$ cat src/rtl/alu_arbiter.sv
// Round-robin arbiter that shares one ALU between two requesters.
// Each operation takes four cycles (IDLE, EXEC, CAPT, DONE) and returns a result and a flags snapshot to its port.
module alu_arbiter (
    input  logic        i_clk,
    input  logic        i_rst,
    input  logic        i_req0,
    input  logic        i_req1,
    input  logic [4:0]  i_funSel0,
    input  logic [4:0]  i_funSel1,
    input  logic [15:0] i_a0,
    input  logic [15:0] i_b0,
    input  logic [15:0] i_a1,
    input  logic [15:0] i_b1,
    input  logic        i_wf0,
    input  logic        i_wf1,
    output logic        o_gnt0,
    output logic        o_gnt1,
    output logic        o_done0,
    output logic        o_done1,
    output logic [15:0] o_result0,
    output logic [15:0] o_result1,
    output logic [3:0]  o_flags0,
    output logic [3:0]  o_flags1,
    output logic [15:0] o_aluA,
    output logic [15:0] o_aluB,
    output logic [4:0]  o_aluFunSel,
    output logic        o_aluWF,
    input  logic [15:0] i_aluOut,
    input  logic [3:0]  i_aluFlags
);

    typedef enum logic [1:0] {
        ST_IDLE,
        ST_EXEC,
        ST_CAPT,
        ST_DONE
    } state_t;

    state_t      r_state;
    logic        r_sel;
    logic        r_lastGnt;
    logic [4:0]  r_cmdFunSel;
    logic [15:0] r_cmdA;
    logic [15:0] r_cmdB;
    logic        r_aluWF;
    logic [15:0] r_resultReg;
    logic        r_gnt0;
    logic        r_gnt1;
    logic        r_done0;
    logic        r_done1;
    logic [15:0] r_result0;
    logic [15:0] r_result1;
    logic [3:0]  r_flags0;
    logic [3:0]  r_flags1;

    logic w_anyReq;
    logic w_pick;

    // Under contention the port that did not win last time goes next.
    assign w_anyReq = i_req0 | i_req1;
    assign w_pick   = (i_req0 & i_req1) ? ~r_lastGnt : i_req1;

    always_ff @(posedge i_clk or posedge i_rst) begin
        if (i_rst) begin
            r_state     <= ST_IDLE;
            r_sel       <= 1'b0;
            r_lastGnt   <= 1'b1;
            r_cmdFunSel <= '0;
            r_cmdA      <= '0;
            r_cmdB      <= '0;
            r_aluWF     <= 1'b0;
            r_resultReg <= '0;
            r_gnt0      <= 1'b0;
            r_gnt1      <= 1'b0;
            r_done0     <= 1'b0;
            r_done1     <= 1'b0;
            r_result0   <= '0;
            r_result1   <= '0;
            r_flags0    <= '0;
            r_flags1    <= '0;
        end else begin
            case (r_state)
                ST_IDLE: begin
                    if (w_anyReq) begin
                        r_sel       <= w_pick;
                        r_cmdFunSel <= w_pick ? i_funSel1 : i_funSel0;
                        r_cmdA      <= w_pick ? i_a1 : i_a0;
                        r_cmdB      <= w_pick ? i_b1 : i_b0;
                        r_aluWF     <= w_pick ? i_wf1 : i_wf0;
                        r_gnt0      <= ~w_pick;
                        r_gnt1      <= w_pick;
                        r_state     <= ST_EXEC;
                    end
                end
                ST_EXEC: begin
                    r_resultReg <= i_aluOut;
                    r_lastGnt   <= r_sel;
                    r_aluWF     <= 1'b0;
                    r_gnt0      <= 1'b0;
                    r_gnt1      <= 1'b0;
                    r_state     <= ST_CAPT;
                end
                ST_CAPT: begin
                    // The ALU flag register was written at the EXEC edge, so it is sampled one cycle later.
                    if (r_sel) begin
                        r_result1 <= r_resultReg;
                        r_flags1  <= i_aluFlags;
                        r_done1   <= 1'b1;
                    end else begin
                        r_result0 <= r_resultReg;
                        r_flags0  <= i_aluFlags;
                        r_done0   <= 1'b1;
                    end
                    r_state <= ST_DONE;
                end
                ST_DONE: begin
                    r_done0 <= 1'b0;
                    r_done1 <= 1'b0;
                    r_state <= ST_IDLE;
                end
                default: begin
                    r_state <= ST_IDLE;
                end
            endcase
        end
    end

    assign o_gnt0      = r_gnt0;
    assign o_gnt1      = r_gnt1;
    assign o_done0     = r_done0;
    assign o_done1     = r_done1;
    assign o_result0   = r_result0;
    assign o_result1   = r_result1;
    assign o_flags0    = r_flags0;
    assign o_flags1    = r_flags1;
    assign o_aluA      = r_cmdA;
    assign o_aluB      = r_cmdB;
    assign o_aluFunSel = r_cmdFunSel;
    assign o_aluWF     = r_aluWF;

endmodule
$ cat config.mk
export PLATFORM = sky130hd
export DESIGN_NAME = alu_arbiter
export DESIGN_NICKNAME = d
export VERILOG_FILES = /design/src/rtl/alu_arbiter.sv
export SDC_FILE = /design/constraint.sdc
export NUM_CORES = 1
export LEC_CHECK = 0
export ABC_CLOCK_PERIOD_IN_PS = 4800
export BUFFER_PORTS_ARGS = -buffer_cell sky130_fd_sc_hd__buf_4
export CELL_PAD_IN_SITES_DETAIL_PLACEMENT = 1
export CELL_PAD_IN_SITES_GLOBAL_PLACEMENT = 1
export CORE_MARGIN = 4
export CORE_UTILIZATION = 26
export CTS_CLUSTER_SIZE = 10
export DETAILED_ROUTE_END_ITERATION = 12
export PLACE_DENSITY = 0.59
export SYNTH_ARGS = -nofsm -noshare
export SYNTH_HDL_FRONTEND = slang
export SYNTH_SLANG_ARGS = --single-unit
$ cat constraint.sdc
create_clock -name i_clk -period 4.8 [get_ports i_clk]
set_input_delay 1.44 -clock i_clk [delete_from_list [all_inputs] [get_ports i_clk]]
set_output_delay 1.44 -clock i_clk [all_outputs]
set_load 0.02 [all_outputs]
==> summary.md, run 1 <==
| Metric | Value |
|---|---|
| Status | complete, no violations |
| Max Root-Sink Buffers | 2 |
| Clock transition at the registers of the reported paths | ~0.070 ns |
| Worst Setup End Kind | output pin |
| CTS Hold Bufs | 0 |
| Logic pwr share | 0.482 |
| Setup bufs post-CTS | 0 |
| Non-filler cells, final | ~770 |
| Async set or reset register ratio after synthesis | 1.00 |
| Worst vdd ir | ~0.31 mV |
| Clock group share of total power | 0.168 |
| Ys Warns | 0 |
| Pwr Density | 718 nW/um^2 |
| Max-slew violations | 0 |
| Die Ht | between 100 and 150 um |
| Ports | around 180 |
| Hold Violations, Final | 0 |
| RR Startpoint | r_state[0] |
| Clk_skew | roughly 0.0073 ns |
| Time the worst path needs with I/O delays and setup | approximately 2.4 ns |
| Worst Hold Class | reg -> reg |
| Worst Tran Pin Value | 1.20 ns |
| Core area | 16,700 sq um |
| Post-CTS sizing | 0 |
| Ys flop type | dfrtp_1 |
| WP data arrival | 0.93 ns |
| Fin Setup TNS | 0 ns |
| Fmax achieved | around 0.42 GHz |
| Post-Route WL | 13,100 um |
| Post-Synthesis Cells | roughly 370 |
| Initial Util | 0.266 |
| Final Cell Area | approximately 6300 sq um |
| Via Count | ~3,400 |
| Slowest stage cell, crit path | dfrtp_1 |
| Sw Ratio | 0.398 |
| Die width | between 100 and 150 um |
| Setup Crit Path Kind | reg -> out |
| Total Die Area | 19,300 sq um |
| Pre-antenna DRT Iters | 4 |
| Reg power frac | 0.349 |
| Internal power | roughly 2700 uW |
| Rows | 47 |
| Vias per cell | 4.42 |
| Vias in the first global route | roughly 3,800 |
| Pleak | 0.00291 uW |
| Clock tree sinks | a little over 100 |
| Crit-path max FO | 3 |
| Final setup vio count | 0 |
| MaxCap Viol Count | 0 |
| Critical Path Start | o_gnt0 |
| Antenna diodes | 0 |
| Fin nets | around 650 |
| Root buffer cell | clkbuf_16 |
| Post-synth EDFFs | 0 |
| Worst Path Required | 3.36 ns |
| Layout cell share with drive strength beyond 1 | 0.532 |
| Area grow syn2layout | 41.3% |
| Final worst slack | 2.43 ns |
| Initial antenna violation count | 0 |
| Cell family with most CP delay | flip-flops |
| RSZ-0062 raised after global routing | no |
| Synth Cell Area | about 4400 sq um |
| Psw | 1790 uW |
| GRT overflow | 0 |
| Slew margin rel. | 0.200 |
| Worst setup SP type | register |
| IO Port Bufs | around 180 |
| DP Area | roughly 6000 sq um |
| Placer congestion estimate | between 0.7 and 0.8 |
| Seq/Total Area, Yosys | 0.574 |
| First-pass GRT wire length | roughly 21,000 um |
| Largest net degree at the start of global routing | 80 |
| Final ANT Viol Nets | 0 |
| Hold_sp | o_flags0[3] |
| Synth Area per Inst | 12.1 sq um |
| Per-cell routed wire length | 17.0 um |
| Crit-path cells | buf_4 |
| # DRC | 0 |
| Buf/Inv on CP | 1 |
| Synth cell types | 28 |
| TritonCTS Buffers | 9 |
| Final worst path period share | 0.495 |
| Overall Global Routing Usage | 0.136 |
| Synthesized net count | about 470 |
| Dpl hpwl | about 9500 um |
| Slowest stage delay, CP | around 0.42 ns |
| DP Cell Count | ~750 |
| Placement Setup Slack | around 2.1 ns |
| H-tree depth | 3 |
| DRT iter0 DRCs | about 120 |
| CTS tree | done |
| Clk_lat worst skew | ~0.35 ns |
| Flops & latches, synth | just over 100 |
cell usage in the layout (no fill, tap or decap), types with 2 or more instances in the layout:
| cell type | instances |
|---|---|
| buf_4 | 188 |
| dfrtp_1 | 101 |
| mux2_2 | 42 |
| nand2_1 | 42 |
| a21oi_2 | 40 |
| nor2_1 | 39 |
| a21oi_1 | 35 |
| mux2_1 | 17 |
| clkbuf_16 | 9 |
| ha_1 | 5 |
| inv_1 | 4 |
| a22o_1 | 3 |
| o21ai_0 | 3 |
| nand2b_1 | 2 |
| inv_6 | 2 |
sequential cells by signal, summed over array words and instances, names as in the netlist, 2 cells and up:
register and flops:
o_aluA 16, o_aluB 16, o_result0 16, o_result1 16, r_resultReg 16, o_aluFunSel 5
o_flags0 4, o_flags1 4, r_state 2
per-layer routing:
metal / track usage / vias to the layer above / share of wire
met5: 0 / - / 0
met4: 0.0530 / 0 / 0.020
met3: 0.0283 / 16 / 0.045
met2: 0.227 / 94 / 0.50
met1: 0.174 / 1687 / 0.44
li1: - / 1603 / -
cells in the mapped netlist (2+ instances only):
cell / instances / area [sq um]
buf_12: 2 / 40.0
mux2_1: 17 / 191
a21oi_1: 35 / 175
nand2b_1: 2 / 12.5
o21ai_0: 3 / 15.0
a21oi_2: 40 / 350
buf_4: 6 / 45.0
dfrtp_1: 101 / 2530
buf_6: 3 / 33.8
mux2_2: 42 / 473
a22o_1: 3 / 26.3
buf_2: 10 / 50.1
ha_1: 5 / 62.6
inv_1: 5 / 18.8
nor2_1: 39 / 146
nand2_1: 42 / 158
power groups by stage:
stage | logic (uW) | clock network [uW] | registers, uW
floorplan | 961 | 0 | 1960
global placement | 2160 | 0 | 1580
detailed placement | 2220 | 0 | 1600
CTS | 2230 | 791 | 1580
global route | 2350 | 833 | 1640
finish | 2180 | 760 | 1570
per-stage QoR:
stage / hold slack (ns) / util / total power [uW]
after CTS: 0.501 / 0.376 / 4600
after global placement: 0.475 / 0.358 / 3740
after global routing: 0.504 / 0.376 / 4820
after detailed placement: 0.485 / 0.358 / 3820
final: 0.494 / 0.376 / 4510
after floorplan: 0.473 / - / 2920
worst paths after layout:
check	depth (start not counted)	to	slack [ns]
min in group asynchronous	2	o_result1[10]	1.33
worst max register to register	4	o_result0[1]	2.60
worst min-delay path	1	o_flags0[3]	0.49
max in group asynchronous	3	o_result1[1]	2.68
worst min register to register	1	o_flags0[3]	0.49
worst max-delay path	1	o_gnt0	2.43
layout make-up:
| class | instances | area, sq um |
|---|---|---|
| Multi-Input combinational cell | 238 | 1720 |
| Inverter | 5 | 21.3 |
| Clock inverter | 7 | 80.1 |
| Sequential cell | 102 | 2550 |
| Clock buffer | 9 | 225 |
| Fill cell | 1902 | 10400 |
| Timing Repair Buffer | 188 | 1410 |
| Tap cell | 220 | 275 |
cell families (layout without fill, tap and decap cells):
| group | Yosys count | in the layout | share of synthesized area |
|---|---|---|---|
| and+or+nand+nor | 85 | 85 | 0.0751 |
| DFF | 102 | 102 | 0.574 |
| adders and majority gates | 5 | 5 | 0.0141 |
| buffers and inverters | 27 | 209 | 0.0430 |
| muxes | 60 | 60 | 0.152 |
| AOI/OAI and AO/OA | 88 | 88 | 0.142 |
No activity file was read; power rests on OpenSTA's default activity.
==> run 2: changes to the inputs <==
ABC_AREA = 1   (was not set)
ABC_CLOCK_PERIOD_IN_PS = 2300   (was 4800)
PLACE_DENSITY = 0.62   (was 0.59)
clock period = 2.3 ns   (was 4.8 ns; I/O delays follow)
==> run 2 against run 1 <==
Flip-flop and latch count did not move; register-to-register slack lost 2.1 ns; count of clock-buffer cells in the layout unchanged; clock power grew 95%; critical path depth up 6; critical path type is now reg -> reg; cell count is 21% higher; clock skew up 0.0036 ns; area after synthesis decreased by 0.98%; largest cell class unchanged; first-iteration DRC count up 46%.
==> summary.md, run 2 <==
| Metric | Value |
|---|---|
| Synth Area per Inst | 8.31 sq um (-31%) |
| Fin nets | 809 (+25%) |
| Dpl hpwl | 10,200 um (+7.6%) |
| Hold_ws | 0.403 ns (-0.0911 ns) |
| Most used cells in the layout excluding fill and tap cells | nand2_1, buf_4, dfrtp_1 |
| Final worst path period share | 0.766 |
| Placer congestion estimate | 0.799 (+9.7%) |
| Worst Setup End Kind | register |
| Core area | 16,600 sq um (-0.70%) |
| Clock tree sinks | 102 (unchanged) |
| Post-CTS sizing | 0 (unchanged) |
| Post-Synthesis Cells | 530 (+44%) |
| Setup Crit Path Kind | reg -> reg |
| Async set or reset register ratio after synthesis | 1.00 (unchanged) |
| Fin Setup TNS | 0 ns (unchanged) |
| DP Cell Count | 913 (+21%) |
| Area grow syn2layout | 43.8% |
| Slew margin rel. | 0.627 (+0.427) |
| Total Die Area | 19,100 sq um (-0.93%) |
| Max Root-Sink Buffers | 2 (unchanged) |
| Largest family of logic cells by synthesized area | simple AND/OR/NAND/NOR gates |
| Ys Warns | 0 (unchanged) |
| Initial antenna violation count | 0 (unchanged) |
| Ys flop type | dfrtp_1 |
| DRT iter0 DRCs | 181 (+46%) |
| Overall Global Routing Usage | 0.141 (+0.00511) |
| RSZ-0062 raised after global routing | no |
| Ports | 182 (unchanged) |
| Via Count | 4,063 (+20%) |
| First-pass GRT wire length | 22,200 um (+5.4%) |
| Synth cell types | 22 (-21%) |
| Fill cells | 1,987 (+4.5%) |
| Status | complete, no violations |
| XOR/XNOR Fraction of Synth Area | 0 (unchanged) |
| Time the worst path needs with I/O delays and setup | 1.76 ns |
| GRT overflow | 0 (unchanged) |
| Worst Path Required | 2.57 ns (-0.79 ns) |
| Antenna diodes | 0 (unchanged) |
| Clk_lat worst skew | 0.35 ns (about the same) |
| Most common cell after layout, fill and taps aside | nand2_1 |
| Per-cell routed wire length | 14.7 um (-14%) |
| MaxCap Viol Count | 0 (unchanged) |
| Pwr Density | 1370 nW/um^2 (+90%) |
| Setup bufs post-CTS | 0 (unchanged) |
| IO Port Bufs | 181 (unchanged) |
| Pleak | 0.00338 uW (+16%) |
| Synth Cell Area | 4400 sq um (-0.98%) |
| Post-Synth Adder-Cell Area | 0.0142 (+0.000140) |
| Mux share of post-synthesis cell area | 0 (-0.152) |
| Flops & latches, synth | 102 (unchanged) |
| Worst Tran Pin Value | 0.558 ns (-0.642 ns) |
| Post-synth EDFFs | 0 (unchanged) |
| TritonCTS Buffers | 9 (unchanged) |
| Initial Util | 0.266 (-0.000752) |
| Yosys top cell area share | 0.574 (+0.00565) |
| H-tree depth | 3 (unchanged) |
| Worst vdd ir | 0.471 mV (+52%) |
| CTS Hold Bufs | 0 (unchanged) |
| WP data arrival | 2.03 ns (+1.10 ns) |
| Clk_skew | 0.0109 ns (+0.00362 ns) |
| Hold Violations, Final | 0 (unchanged) |
| Pre-antenna DRT Iters | 4 (unchanged) |
| Post-Route WL | 13,600 um (+4.0%) |
| Vias per cell | 4.37 (-1.1%) |
| CTS tree | done |
| Die Ht | 138 um (-0.46%) |
| Synth area leader | dfrtp_1 |
| Vias in the first global route | 4,260 (+11%) |
| Simple-gate area share of the yosys netlist | 0.208 (+0.133) |
| Most numerous cell in the Yosys netlist | nand2_1 |
| Post-synthesis compound-gate area fraction | 0.111 (-0.0313) |
| Seq/Total Area, Yosys | 0.580 (+0.00571) |
| Rows | 47 (unchanged) |
| Commonest cells in the netlist | nand2_1, dfrtp_1, inv_1 |
| Synth top area cells | dfrtp_1, nand2_1, o21ai_0 |
| Final setup vio count | 0 (unchanged) |
| Root buffer cell | clkbuf_16 |
| Clock transition at the registers of the reported paths | 0.08 ns (about the same) |
| Final ANT Viol Nets | 0 (unchanged) |
| Die width | 138 um (-0.46%) |
| Non-filler cells, final | 929 (+21%) |
| Worst setup SP type | register |
| Crit-path max FO | 37 (+34) |
| Worst Hold Class | in -> async |
| Layout cell share with drive strength beyond 1 | 0.303 (-0.229) |
| # DRC | 0 (unchanged) |
| Largest net degree at the start of global routing | 62 (-23%) |
| Synthesized net count | 635 (+35%) |
| Max-slew violations | 0 (unchanged) |
| Fmax achieved | roughly 0.57 GHz |
==> run 2: critical path, stage by stage, from the launching register on <==
cell and delay, ns:
dfrtp_1 0.40, inv_1 0.13, ha_1 0.30, inv_2 0.08
nor2_2 0.12, buf_4 0.37, nand2_1 0.12, o21ai_1 0.15
==> run 2: through the flow <==
stage                      util  power (uW)  setup slack (ns)  area, sq um
after floorplan               -        5420             0.393         4410
after global placement    0.365        7160             0.518         6050
after detailed placement  0.365        7310             0.443         6050
after CTS                 0.382        8840             0.490         6330
after global routing      0.382        9360             0.329         6330
final                     0.382        8650             0.538         6330
==> run 2: power breakdown <==
group          internal, uW  leakage [uW]  total, uW  switching [uW]
Combinational          1600       0.00198       4050            2450
Sequential             2650       0.00127       3130             476
Clock                   751      0.000139       1480             727
==> run 2: final cells by class <==
type                    count  area (sq um)  area share
clock buffers               9           225      0.0356
clock inverters             7          55.1     0.00869
multi-input cells         337          1480       0.233
repair buffers            191          1510       0.238
inverters                  63           240      0.0379
well taps                 220           275      0.0435
flip-flops and latches    102          2550       0.403
==> run 2: per-layer routing <==
layer / vias up / wire (um) / GRT usage
li1: 1980 / - / -
met1: 1926 / 6030 / 0.177
met2: 146 / 6180 / 0.230
met3: 11 / 1270 / 0.0532
met4: 0 / 144 / 0.0385
met5: - / 0 / 0
==> run 2: path summary, 6_finish.rpt <==
path	start	cells past startpoint	to	slack (ns)
max reg2reg	r_state[0]	7	o_aluFunSel[0]	0.54
max	r_state[0]	7	o_aluFunSel[0]	0.54
min in group i_clk	o_flags0[2]	2	o_flags0[2]	0.49
min	i_rst	2	o_done1	0.40
min reg2reg	o_flags0[2]	2	o_flags0[2]	0.49
max in group asynchronous	i_rst	3	o_aluB[9]	1.35
==> run 2: cell families (layout without fill, tap and decap cells) <==
| logic type | Yosys count | in the layout |
|---|---|---|
| DFF | 102 | 102 |
| adders and majority gates | 5 | 5 |
| and+or+nand+nor | 235 | 235 |
| AOI/OAI and AO/OA | 97 | 97 |
| buffers and inverters | 91 | 270 |
==> run 3: changes to the inputs <==
ABC_CLOCK_PERIOD_IN_PS = 1800   (was 2300)
clock period = 1.8 ns   (was 2.3 ns; I/O delays follow)
==> run 3 against run 2 <==
Worst setup slack lost 0.34 ns; clock skew shrank 0.0063 ns; cell count increased by 0.11%; sequential power grew 27%; first-iteration DRC count increased by 8.3%; count of clock-buffer cells in the layout grew 3; critical endpoint is now o_aluB[0]; largest power group unchanged; highest routed layer unchanged; critical path type unchanged; utilization grew 0.40 points.
==> summary.md, run 3 (synthesis gave the netlist of run 2 again) <==
| Metric | Value |
|---|---|
| Vias in the first global route | 4,395 (+3.2%) |
| Final worst path period share | 0.888 (+0.122) |
| Die Ht | 138 um (unchanged) |
| Fin nets | 810 (+0.12%) |
| Vias per cell | 4.33 (-0.99%) |
| Root buffer cell | clkbuf_16 |
| Non-filler cells, final | 930 (+0.11%) |
| H-tree depth | 3 (unchanged) |
| Worst Path Required | 2.07 ns (-0.50 ns) |
| Max Root-Sink Buffers | 2 (unchanged) |
| Post-Route WL | 13,400 um (-1.7%) |
| Worst vdd ir | 0.672 mV (+43%) |
| Clk_lat worst skew | 0.34 ns (about the same) |
| Antenna diodes | 0 (unchanged) |
| Per-cell routed wire length | 14.4 um (-1.8%) |
| Time the worst path needs with I/O delays and setup | 1.60 ns (-0.164 ns) |
| Pre-antenna DRT Iters | 4 (unchanged) |
| Ports | 182 (unchanged) |
| Max-slew violations | 0 (unchanged) |
| Largest net degree at the start of global routing | 72 (+16%) |
| Layout cell share with drive strength beyond 1 | 0.301 (-0.00184) |
| Reg2Reg Setup Slack | 0.20 ns (-0.34 ns) |
| Most common cell after layout, fill and taps aside | nand2_1 |
| Post-CTS sizing | 0 (unchanged) |
| Worst setup SP type | register |
| GRT overflow | 0 (unchanged) |
| Pleak | 0.00341 uW (+0.76%) |
| Rows | 47 (unchanged) |
| Via Count | 4,027 (-0.89%) |
| Setup Crit Path Kind | reg -> reg |
| Worst Hold Class | in -> async |
| Total Die Area | 19,100 sq um (unchanged) |
| Fmax achieved | 0.626 GHz (+10%) |
| Setup bufs post-CTS | 0 (unchanged) |
| Critical Path Start | r_state[0] |
| Core area | 16,600 sq um (unchanged) |
| Overall Global Routing Usage | 0.140 (-0.00151) |
| Area occupied by multi-input gates | 1480 sq um (unchanged) |
| Initial Util | 0.266 (unchanged) |
| Area grow syn2layout | 45.3% |
| Initial antenna violation count | 0 (unchanged) |
| CTS Hold Bufs | 0 (unchanged) |
| WP data arrival | 1.86 ns (-0.17 ns) |
| Status | complete, no violations |
| Worst reg2reg endpoint | o_aluB[0] |
| Fin Setup TNS | 0 ns (unchanged) |
| RSZ-0062 raised after global routing | no |
| Final setup vio count | 0 (unchanged) |
| Clock transition at the registers of the reported paths | 0.07 ns (about the same) |
| IO Port Bufs | 181 (unchanged) |
| Placer congestion estimate | 0.767 (-4.0%) |
| Final ANT Viol Nets | 0 (unchanged) |
| TritonCTS Buffers | 9 (unchanged) |
| Dpl hpwl | 10,000 um (-1.7%) |
| Clk_skew | 0.00461 ns (-0.00632 ns) |
| DRT iter0 DRCs | 196 (+8.3%) |
| Fill cells | 1,991 (+0.20%) |
| DP Cell Count | 914 (+0.11%) |
| CTS tree | done |
| RR Startpoint | r_state[0] |
| Most used cells in the layout excluding fill and tap cells | nand2_1, buf_4, dfrtp_1 |
| Worst Setup End Kind | register |
| # DRC | 0 (unchanged) |
| Worst Tran Pin Value | 0.546 ns (-0.0120 ns) |
| First-pass GRT wire length | 22,100 um (-0.74%) |
| R2R cell count | 7 (unchanged) |
| Clock tree sinks | 102 (unchanged) |
| Crit-path max FO | 29 (-22%) |
| Slew margin rel. | 0.635 (+0.00803) |
| Hold Violations, Final | 0 (unchanged) |
| Pwr Density | 1760 nW/um^2 (+29%) |
| MaxCap Viol Count | 0 (unchanged) |
| Register area | 2550 sq um (unchanged) |
| Die width | 138 um (unchanged) |
-- run 3: critical path, stage by stage (launching register included) --
cell     delay, ns
dfrtp_1       0.41
inv_1         0.14
ha_1          0.30
inv_2         0.08
nor2_2        0.18
buf_12        0.21
nand2_1       0.08
o21ai_1       0.12
-- run 3: through the flow --
stage          hold WS [ns]  setup slack [ns]  utilization  power [uW]  area [sq um]
2_1_floorplan         0.474            0.0432            -        6920          4410
3_3_place_gp          0.470             0.308        0.368        9230          6100
3_5_place_dp          0.471             0.172        0.368        9440          6100
4_1_cts               0.257             0.168        0.386       11500          6400
5_1_grt               0.275            0.0381        0.386       12200          6400
6_report              0.246             0.202        0.386       11300          6400
-- run 3: worst max-delay path by stage --
stage                      to  cells past startpoint
floorplan           o_aluA[0]                      1
global placement    o_aluB[4]                      7
detailed placement  o_aluB[1]                      7
CTS                 o_aluB[1]                      7
global route        o_aluB[7]                      7
finish              o_aluB[0]                      7
-- run 3: power breakdown --
group	internal (uW)	leakage (uW)	switching, uW	total, uW
Combinational	2130	0.00200	3150	5270
Clock	1130	0.000143	871	2000
Sequential	3390	0.00127	601	3990
-- run 3: routing by layer --
| metal | vias up | GRT usage | part of all wire |
|---|---|---|---|
| li1 | 1977 | - | - |
| met1 | 1892 | 0.176 | 0.44 |
| met2 | 146 | 0.224 | 0.45 |
| met3 | 12 | 0.0566 | 0.094 |
| met4 | 0 | 0.0390 | 0.012 |
| met5 | - | 0 | 0 |
-- run 3: layout make-up --
type / count / area share
inverter: 63 / 0.0375
timing repair buffer: 192 / 0.243
tap: 220 / 0.0430
multi-input combinational: 337 / 0.231
clock buffer: 12 / 0.0385
clock inverter: 4 / 0.00860
sequential: 102 / 0.399
